==> config.mk <==
export PLATFORM = sky130hd
export DESIGN_NAME = alu_result_arbiter
export DESIGN_NICKNAME = d
export VERILOG_FILES = /design/src/rtl/alu_result_arbiter_pkg.sv /design/src/rtl/alu_result_arbiter_rr_pick8.sv /design/src/rtl/alu_result_arbiter.sv
export SDC_FILE = /design/constraint.sdc
export NUM_CORES = 1
export LEC_CHECK = 0
export ABC_CLOCK_PERIOD_IN_PS = 5390
export CORE_MARGIN = 10
export CORE_UTILIZATION = 43
export DETAILED_ROUTE_END_ITERATION = 12
export MAX_ROUTING_LAYER = met4
export PLACE_DENSITY = 0.87
export REMOVE_ABC_BUFFERS = 1
export SLEW_MARGIN = 5
export SYNTH_ARGS = -nofsm -noshare
export SYNTH_HDL_FRONTEND = slang
export SYNTH_HIERARCHICAL = 1
export SYNTH_SLANG_ARGS = --single-unit
==> constraint.sdc <==
create_clock -name clk -period 5.39 [get_ports clk]
set_input_delay 0.539 -clock clk [delete_from_list [all_inputs] [get_ports clk]]
set_output_delay 0.539 -clock clk [all_outputs]
set_load 0.02 [all_outputs]
==> src/rtl/alu_result_arbiter_pkg.sv <==
// Shared constants for the ALU result bus arbiter: state codes, requester count, widths.
// Latency: n/a (package only).
// Backpressure: n/a (package only).
package alu_result_arbiter_pkg;

  // Requester count and the width of an index into it
  localparam int NREQ = 8;
  localparam int SELW = 3;

  // Default result width, shared with the ALU datapath
  localparam int DW_DEF = 12;

  // Sequencer states
  localparam logic ST_IDLE = 1'b0;
  localparam logic ST_BUSY = 1'b1;

  // One-hot decode of a requester index
  function automatic logic [NREQ-1:0] onehot8(input logic [SELW-1:0] idx);
    onehot8 = NREQ'(1) << idx;
  endfunction

endpackage

==> src/rtl/alu_result_arbiter_rr_pick8.sv <==
// Round-robin picker (rr_pick8) plus the 8:1 result mux (Mux_8_1) it steers.
// Latency: purely combinational, zero cycles.
// Backpressure: none; callers decide when the pick is consumed.
module rr_pick8
  import alu_result_arbiter_pkg::*;
(
  input  logic [NREQ-1:0] req,
  input  logic [SELW-1:0] ptr,
  output logic            any,
  output logic [SELW-1:0] idx,
  output logic [NREQ-1:0] onehot
);

  // Search ptr+1, ptr+2, ... wrapping mod 8; ptr itself is tried last
  always_comb begin
    logic [SELW-1:0] cand;
    any  = 1'b0;
    idx  = '0;
    cand = '0;
    for (int o = 1; o <= NREQ; o++) begin
      cand = ptr + SELW'(o);
      if (!any && req[cand]) begin
        any = 1'b1;
        idx = cand;
      end
    end
  end

  assign onehot = any ? onehot8(idx) : '0;

endmodule

module Mux_8_1 #(
  parameter int WIDTH = 12
) (
  input  logic [WIDTH-1:0] i0,
  input  logic [WIDTH-1:0] i1,
  input  logic [WIDTH-1:0] i2,
  input  logic [WIDTH-1:0] i3,
  input  logic [WIDTH-1:0] i4,
  input  logic [WIDTH-1:0] i5,
  input  logic [WIDTH-1:0] i6,
  input  logic [WIDTH-1:0] i7,
  input  logic [2:0]       s,
  output logic [WIDTH-1:0] y
);

  // Plain 8:1 select
  always_comb begin
    case (s)
      3'd0:    y = i0;
      3'd1:    y = i1;
      3'd2:    y = i2;
      3'd3:    y = i3;
      3'd4:    y = i4;
      3'd5:    y = i5;
      3'd6:    y = i6;
      default: y = i7;
    endcase
  end

endmodule

==> src/rtl/alu_result_arbiter.sv <==
// Round-robin arbiter/sequencer for eight ALU result sources onto one valid/ready bus.
// Latency: grant + registered data one cycle after req seen in IDLE; ack one cycle after accept.
// Backpressure: out_ready low holds grant/data frozen; optional ARB_LOCK_EN adds bounded lock.
module alu_result_arbiter
  import alu_result_arbiter_pkg::*;
#(
  parameter int DW       = DW_DEF,
  parameter int LOCK_MAX = 4
) (
  input  logic            clk,
  input  logic            rst_n,
  input  logic [7:0]      req,
  input  logic [DW-1:0]   d0,
  input  logic [DW-1:0]   d1,
  input  logic [DW-1:0]   d2,
  input  logic [DW-1:0]   d3,
  input  logic [DW-1:0]   d4,
  input  logic [DW-1:0]   d5,
  input  logic [DW-1:0]   d6,
  input  logic [DW-1:0]   d7,
  input  logic [7:0]      lock,
  input  logic            out_ready,
  output logic            out_valid,
  output logic [DW-1:0]   out_data,
  output logic [2:0]      sel,
  output logic [7:0]      gnt,
  output logic [7:0]      ack
);

  logic            state_q, state_d;
  logic [SELW-1:0] ptr_q, ptr_d;
  logic [SELW-1:0] sel_q, sel_d;
  logic [NREQ-1:0] gnt_q, gnt_d;
  logic [NREQ-1:0] ack_q, ack_d;
  logic            out_valid_q, out_valid_d;
  logic [DW-1:0]   out_data_q, out_data_d;

  logic            pick_any;
  logic [SELW-1:0] pick_idx;
  logic [NREQ-1:0] pick_onehot;
  logic [DW-1:0]   mux_y;

  rr_pick8 u_pick (
    .req    (req),
    .ptr    (ptr_q),
    .any    (pick_any),
    .idx    (pick_idx),
    .onehot (pick_onehot)
  );

  Mux_8_1 #(.WIDTH(DW)) u_mux (
    .i0 (d0), .i1 (d1), .i2 (d2), .i3 (d3),
    .i4 (d4), .i5 (d5), .i6 (d6), .i7 (d7),
    .s  (pick_idx),
    .y  (mux_y)
  );

`ifdef ARB_LOCK_EN
  localparam int CW = $clog2(LOCK_MAX + 1);
  logic [CW-1:0] cnt_q, cnt_d;
  logic          lock_hold;
  assign lock_hold = lock[sel_q] && req[sel_q] && (cnt_q < CW'(LOCK_MAX - 1));
`else
  localparam int unused_lock_max = LOCK_MAX;
  logic unused_lock;
  assign unused_lock = ^lock;
`endif

  // Next-state: IDLE captures a new winner, BUSY waits for the consumer to accept
  always_comb begin
    state_d     = state_q;
    ptr_d       = ptr_q;
    sel_d       = sel_q;
    gnt_d       = gnt_q;
    out_valid_d = out_valid_q;
    out_data_d  = out_data_q;
    ack_d       = '0;
`ifdef ARB_LOCK_EN
    cnt_d       = cnt_q;
`endif
    if (state_q == ST_IDLE) begin
      if (pick_any) begin
        gnt_d       = pick_onehot;
        sel_d       = pick_idx;
        out_data_d  = mux_y;
        out_valid_d = 1'b1;
        state_d     = ST_BUSY;
      end else begin
        gnt_d       = '0;
        out_valid_d = 1'b0;
      end
    end else if (out_valid_q && out_ready) begin
      ack_d       = onehot8(sel_q);
      gnt_d       = '0;
      out_valid_d = 1'b0;
      state_d     = ST_IDLE;
      ptr_d       = sel_q;
`ifdef ARB_LOCK_EN
      // Park ptr just behind the locked requester so it is searched first again
      if (lock_hold) begin
        ptr_d = sel_q - SELW'(1);
        cnt_d = cnt_q + CW'(1);
      end else begin
        cnt_d = '0;
      end
`endif
    end
  end

  // State registers; reset drops any in-flight transfer without an ack
  always_ff @(posedge clk) begin
    if (!rst_n) begin
      state_q     <= ST_IDLE;
      ptr_q       <= SELW'(NREQ - 1);
      sel_q       <= '0;
      gnt_q       <= '0;
      ack_q       <= '0;
      out_valid_q <= 1'b0;
      out_data_q  <= '0;
`ifdef ARB_LOCK_EN
      cnt_q       <= '0;
`endif
    end else begin
      state_q     <= state_d;
      ptr_q       <= ptr_d;
      sel_q       <= sel_d;
      gnt_q       <= gnt_d;
      ack_q       <= ack_d;
      out_valid_q <= out_valid_d;
      out_data_q  <= out_data_d;
`ifdef ARB_LOCK_EN
      cnt_q       <= cnt_d;
`endif
    end
  end

  assign out_valid = out_valid_q;
  assign out_data  = out_data_q;
  assign sel       = sel_q;
  assign gnt       = gnt_q;
  assign ack       = ack_q;

endmodule

After elaboration in Yosys (flattened, before gate mapping) --
Cells that the tools add are included.
Storage, ports and cells: bits in registers 36, input bits 115, output and inout port bits 32, word-level logic and storage cells 92
Cells by class: shift operators 2, bitwise logic cells 1, eq/ne operators 7, multiplexer cells 41, order comparisons 8, reductions and logical operators 19, add/subtract/negate cells 7
Operators by type and width (number):
- one-hot mux 12 bit (7 select lines) | 1
- < comparator 3 x 4 -> 1 bit (second input constant) | 8
- binary-select mux 1 bit (select 3 bit) | 8
- 2-to-1 mux 3 bit | 8
- 2-to-1 mux 8 bit | 3
- 2-to-1 mux 1 bit | 21
- << shifter 1 x 3 -> 8 bit (first input constant) | 2
- adder 3 bit (second input constant) | 4
- == test 3 bit (second input constant) | 3
- logical AND 1 bit | 8
- logical NOT 1 bit | 7
- adder 3 x 2 -> 3 bit (second input constant) | 2
- == test 3 x 2 -> 1 bit (second input constant) | 2
- AND reduction 2 bit | 2
- adder 3 x 1 -> 3 bit (second input constant) | 1
- == test 3 x 1 -> 1 bit (second input constant) | 1
- logical NOT 3 bit | 1
- AND reduction 3 bit | 1
- != test 2 x 1 -> 1 bit (second input constant) | 1
- NOT 1 bit | 1

Logic depth before layout (Yosys ltp) --
word-level depth 28, mapped depth 21, gate-level depth less buffers 15

Hierarchy --
The synthesis kept the hierarchy.
By module, submodules not included:
- alu_result_arbiter | seq. area each 720.7 sq um, area each 1263.7 sq um, cells an instance 130, times used 1
- rr_pick8 | seq. area each 0.0 sq um, area each 1121.1 sq um, cells an instance 124, times used 1
- Mux_8_1 | seq. area each 0.0 sq um, area each 889.6 sq um, cells an instance 121, times used 1

Least setup slack after synthesis --
Ideal clock, no wire load.
kind reg2reg, start point register ptr_q[0], end point register out_data_q[6] (netlist: out_data[6]), clock period less this slack 4073 ps, path slack 1317 ps, path buffers 2, cell stages (with the launch flop) 18, arrival 3957 ps, path through dfxtp_1 > buf_2 > clkinv_1 > ha_1 > mux2_2 > mux2_2 > o211ai_1 > nand2_1 > o31a_1 > or3_4 > clkinv_4 > buf_6 > mux2_4 > a221oi_2 > a21oi_1 > o22a_1 > nand2_1 > a21boi_1
Between the ends: longest elaborated chain between the ends 27, elaborated cells on any way between the ends 62, classes of those cells add/sub (7); eq/ne (6); mux (33); reduce/logical (16)
RTL lines:
- start, declared | RTL line alu_result_arbiter.sv:31 | logic [SELW-1:0] ptr_q, ptr_d;
- start signal, assigned | RTL line alu_result_arbiter.sv:114 | ptr_q <= SELW'(NREQ - 1);
- start signal, assigned | RTL line alu_result_arbiter.sv:125 | ptr_q <= ptr_d;
- adder 3 x 1 -> 3 bit | RTL line alu_result_arbiter_rr_pick8.sv:21 | cand = ptr + SELW'(o);
- binary-select mux 1 bit (select 3 bit) | RTL line alu_result_arbiter_rr_pick8.sv:22 | if (!any && req[cand]) begin
- 2-to-1 mux 1 bit (not written as such) | RTL line alu_result_arbiter_rr_pick8.sv:22
- 2-to-1 mux 1 bit | RTL line alu_result_arbiter_rr_pick8.sv:22
- logical NOT 1 bit | RTL line alu_result_arbiter_rr_pick8.sv:22
- logical AND 1 bit | RTL line alu_result_arbiter_rr_pick8.sv:22
- 2-to-1 mux 1 bit | RTL line alu_result_arbiter_rr_pick8.sv:22
- logical NOT 1 bit | RTL line alu_result_arbiter_rr_pick8.sv:22
- [... 13 more ...]
- 2-to-1 mux 1 bit | RTL line alu_result_arbiter_rr_pick8.sv:22
- logical NOT 1 bit | RTL line alu_result_arbiter_rr_pick8.sv:22
- logical AND 1 bit | RTL line alu_result_arbiter_rr_pick8.sv:22
- 2-to-1 mux 3 bit * | RTL line alu_result_arbiter_rr_pick8.sv:22
- net pick_idx[0] | RTL line alu_result_arbiter.sv:39 | logic [SELW-1:0] pick_idx;
- == test 3 bit (tied with other cells) | RTL line alu_result_arbiter_rr_pick8.sv:50 | case (s)
- one-hot mux 12 bit (7 select lines) * | RTL line alu_result_arbiter_rr_pick8.sv:50
- net mux_y[6] | RTL line alu_result_arbiter.sv:41 | logic [DW-1:0] mux_y;
- end signal, assigned | RTL line alu_result_arbiter.sv:130 | out_data_q <= out_data_d;
- end, declared | RTL line alu_result_arbiter.sv:36 | logic [DW-1:0] out_data_q, out_data_d;
Mark *: on every way through the listed nets, which the timed path passes. The rest lies on a longest branch. The select of a mux whose other input is x is not followed. A chain may end at the register's enable or synchronous reset.

Worst setup path in the final report --
start point register ptr_q[0], end point register out_data_q[4] (netlist: out_data[4])
Same word-level chain as after synthesis.

==> reports/results.txt <==
Outcome = complete, no violations
Required @ worst endpoint = 5600 ps
Biggest fanout along the worst timing path = 39
Placer congestion estimate = 0.9080
Routed wire length on met2 = 5744 um
Aggregate global routing overflow = 0
Most used flip-flop cell after synthesis = sky130_fd_sc_hd__dfxtp_1
HPWL reported at the end of detailed placement = 9351 um
Wire length per cell after detailed routing = 19.53 um
Mean instance size in the synthesized netlist = 8.732 sq um
Met1 routed wirelength after detailed routing = 4843 um
Slowest cell on the critical path = sky130_fd_sc_hd__nor2b_1
Number of nets with antenna violations after routing = 0
Power density over cell area = 236.1 mW/mm^2
Final routed wirelength across all metal layers = 11,640 um
Path depth of the worst reg2reg path = 15
Biggest cell delay along the critical path = 740 ps
Arrival time of data at the critical path endpoint = 5130 ps
Area growth from synthesis to layout = 43.49%
I/O pin count = 147
Syn Std Cell Area = 0.003274 sq mm
Wire length of the first global-routing pass = 17,940 um
Leakage Power = 1.729 nW
Metal3 WL = 850 um
Worst-case clock buffer depth = 2
Setup repair after global routing missed its margin = false
Via count of the first global-routing pass = 3,313
Number of endpoints failing setup at the final stage = 0
Worst skew pair latency = 280 ps
Worst supply voltage drop on vdd = 0.09383 mV
Cell chosen for the clock root = sky130_fd_sc_hd__clkbuf_8
Cell count after synthesis = 375
Number of sinks on the clock net = 36
Die Ht = 107.3 um
Total of max-cap violations = 0
Least-Margin Pin Slew = 823.8 ps
Pin count of the biggest net entering global routing = 40
Layout Skew = 7.024 ps
Die area = 0.01151 sq mm
Gates resized, CTS repair = 0
Crit path top cell by count = sky130_fd_sc_hd__mux2_2
Proportion of synthesized chip area in sequential cells = 22.01%
Number of vias per cell after detailed routing = 5.827
Worst min-delay path category = register to register
Period utilisation layout = 91.23%
First-pass detailed-route iteration total = 5
Number of storage elements in the synthesis netlist = 36
Hold path depth = 2
Final Hold Vio Count = 0
Setup total negative slack = 0 ps
Number of placement rows = 31
Post-synthesis cell type count = 69
Drt drc = 0
Highest routing layer actually used = met4
Width of the chip = 107.3 um
Number of enable-type register cells in the synthesized netlist = 0
Final-report max-slew violation count = 0
Cells taking the most area after synthesis = sky130_fd_sc_hd__dfxtp_1 22%, sky130_fd_sc_hd__nand2_1 7.6%, sky130_fd_sc_hd__mux4_2 7.6%, sky130_fd_sc_hd__mux2i_1 4.3%, sky130_fd_sc_hd__a221oi_2 3.2%
Maximum clock frequency = 203.4 MHz
Period minus WS final = 4917 ps
Detailed router's first-iteration violation count = 255
Buffer count from post-CTS setup fixing = 0
Overall via count from detail_route = 3,473
Buffers on Ports = 138
TritonCTS Buffers = 5
Critical Path End Type = register
Critical path class = register to register
Area share of the largest cell type after synthesis = 22.01%
Post-synth ARST share = 0%
Floorplan core area = 0.007331 sq mm
Count of antenna diodes in the layout = 0
Clock slew at reported path FFs = 80 ps
Setup WS post-layout = 472.8 ps
Hold buffer count at CTS = 0
Nets = 613
Synthesis Warnings = 6
Maximum level of the CTS H-tree = 2
Area leader, netlist = sky130_fd_sc_hd__dfxtp_1
TritonCTS clock tree = done
Initial antenna violation count = 0
Layout cells sized above 1 = 12.47%
CP Launch Type = register
Series of cell instances along the critical path = clkinv_1, ha_1, mux2_2, mux2_2, o211ai_1, nor2_1, a221oi_1, or3_4, clkinv_4, nor2b_1, a22oi_1, a21oi_1, o22a_1, nand2_1, a21boi_0
Worst slack after detailed placement = 572.5 ps
GR Util All Layers = 19.49%
Effective utilization at floorplan = 44.67%
Slew Limit Headroom = 44.97%
## logic make-up (layout without fill, tap and decap cells)
kind of cell	count (synthesis)	in the layout	share of synthesized area (%)
xor+xnor	4	4	1.070
flops	36	36	22.01
buf+inv	36	158	7.145
mux	42	42	19.76
simple gates	145	145	22.62
fa+ha+maj	2	2	0.7641
compound gates	110	110	26.63
## path summary, 6_finish.rpt
kind	startpoint	end	slack, ps
hold reg to reg	out_data[2]$_SDFFE_PN0P_	out_data[2]$_SDFFE_PN0P_	460
hold / removal	out_data[2]$_SDFFE_PN0P_	out_data[2]$_SDFFE_PN0P_	460
setup / recovery	ptr_q[0]$_SDFFE_PN1P_	out_data[4]$_SDFFE_PN0P_	470
setup reg to reg	ptr_q[0]$_SDFFE_PN1P_	out_data[4]$_SDFFE_PN0P_	470
## cell usage after synthesis (all sizes together), types with 3 or more instances
master   n
nand2   66
dfxtp   36
buf     24
nor2    18
a21boi  16
mux2i   15
nand3   15
o21ai   15
a221oi  14
mux4    14
mux2    13
a21oi   11
a22o     9
a31oi    8
nor3     8
a22oi    7
o22a     7
inv      6
and2     5
and3     5
nand2b   5
o22ai    5
a211oi   4
clkbuf   4
nand3b   4
nor2b    4
a41oi    3
nor3b    3
nor4     3
## placed cells by master (no fill, tap or decap), drive strengths merged, types with 5 or more instances in the layout
| master | n |
|---|---|
| a21boi | 16 |
| a21oi | 11 |
| a221oi | 14 |
| a22o | 9 |
| a22oi | 7 |
| a31oi | 8 |
| and2 | 5 |
| and3 | 5 |
| clkbuf | 5 |
| clkdlybuf4s50 | 138 |
| clkinv | 5 |
| dfxtp | 36 |
| inv | 6 |
| mux2 | 13 |
| mux2i | 15 |
| mux4 | 14 |
| nand2 | 66 |
| nand2b | 5 |
| nand3 | 15 |
| nor2 | 18 |
| nor3 | 8 |
| o21ai | 15 |
| o22a | 7 |
| o22ai | 5 |
## critical path, delay by kind of cell, from the launching register on
family | cells | cell delay [ps]
muxes | 2 | 710
and+or+nand+nor | 4 | 1120
DFF | 1 | 350
AOI/OAI and AO/OA | 6 | 1420
buffers and inverters | 2 | 510
adders and majority gates | 1 | 710
## power by group
part | internal [mW] | switching (mW)
logic | 0.298 | 0.312
clock network | 0.0899 | 0.0950
registers | 0.293 | 0.0213
## stage by stage
| step | instance area [sq um] | total power [mW] | cells | hold WS, ps | util [%] |
|---|---|---|---|---|---|
| 6_report | 4698 | 1.109 | 596 | 460.1 | 64.09 |
| 5_1_grt | 4698 | 1.179 | 596 | 491.8 | 64.09 |
| 4_1_cts | 4698 | 1.114 | 596 | 460.4 | 64.09 |
| 3_5_place_dp | 4611 | 0.9285 | 588 | 450.4 | 62.89 |
| 3_3_place_gp | 4611 | 0.9170 | 588 | 442.1 | 62.89 |
| 2_1_floorplan | 3075 | 0.6997 | 347 | 533.3 | - |
## flip-flops by register name (all words and copies together), names as in the netlist
signal     cells
out_valid      1
out_data      12
gnt            8
sel            3
state_q        1
ack            8
ptr_q          3
## routing by layer
metal | up-vias | GRT usage (%)
li1 | 1666 | -
met4 | 0 | 5.126
met1 | 1635 | 22.73
met2 | 162 | 33.81
met3 | 10 | 3.234
met5 | - | -
## area by class of cell
cell class                 count  area (sq um)
fill                         601          2633
sequential                    36         720.7
clock inverter                 3         18.77
timing repair buffer         142          1411
clock buffer                   5         68.82
inverter                       8         35.03
multi-input combinational    303          2320
tap                           99         123.9
Power figures use the tool's default switching activity.
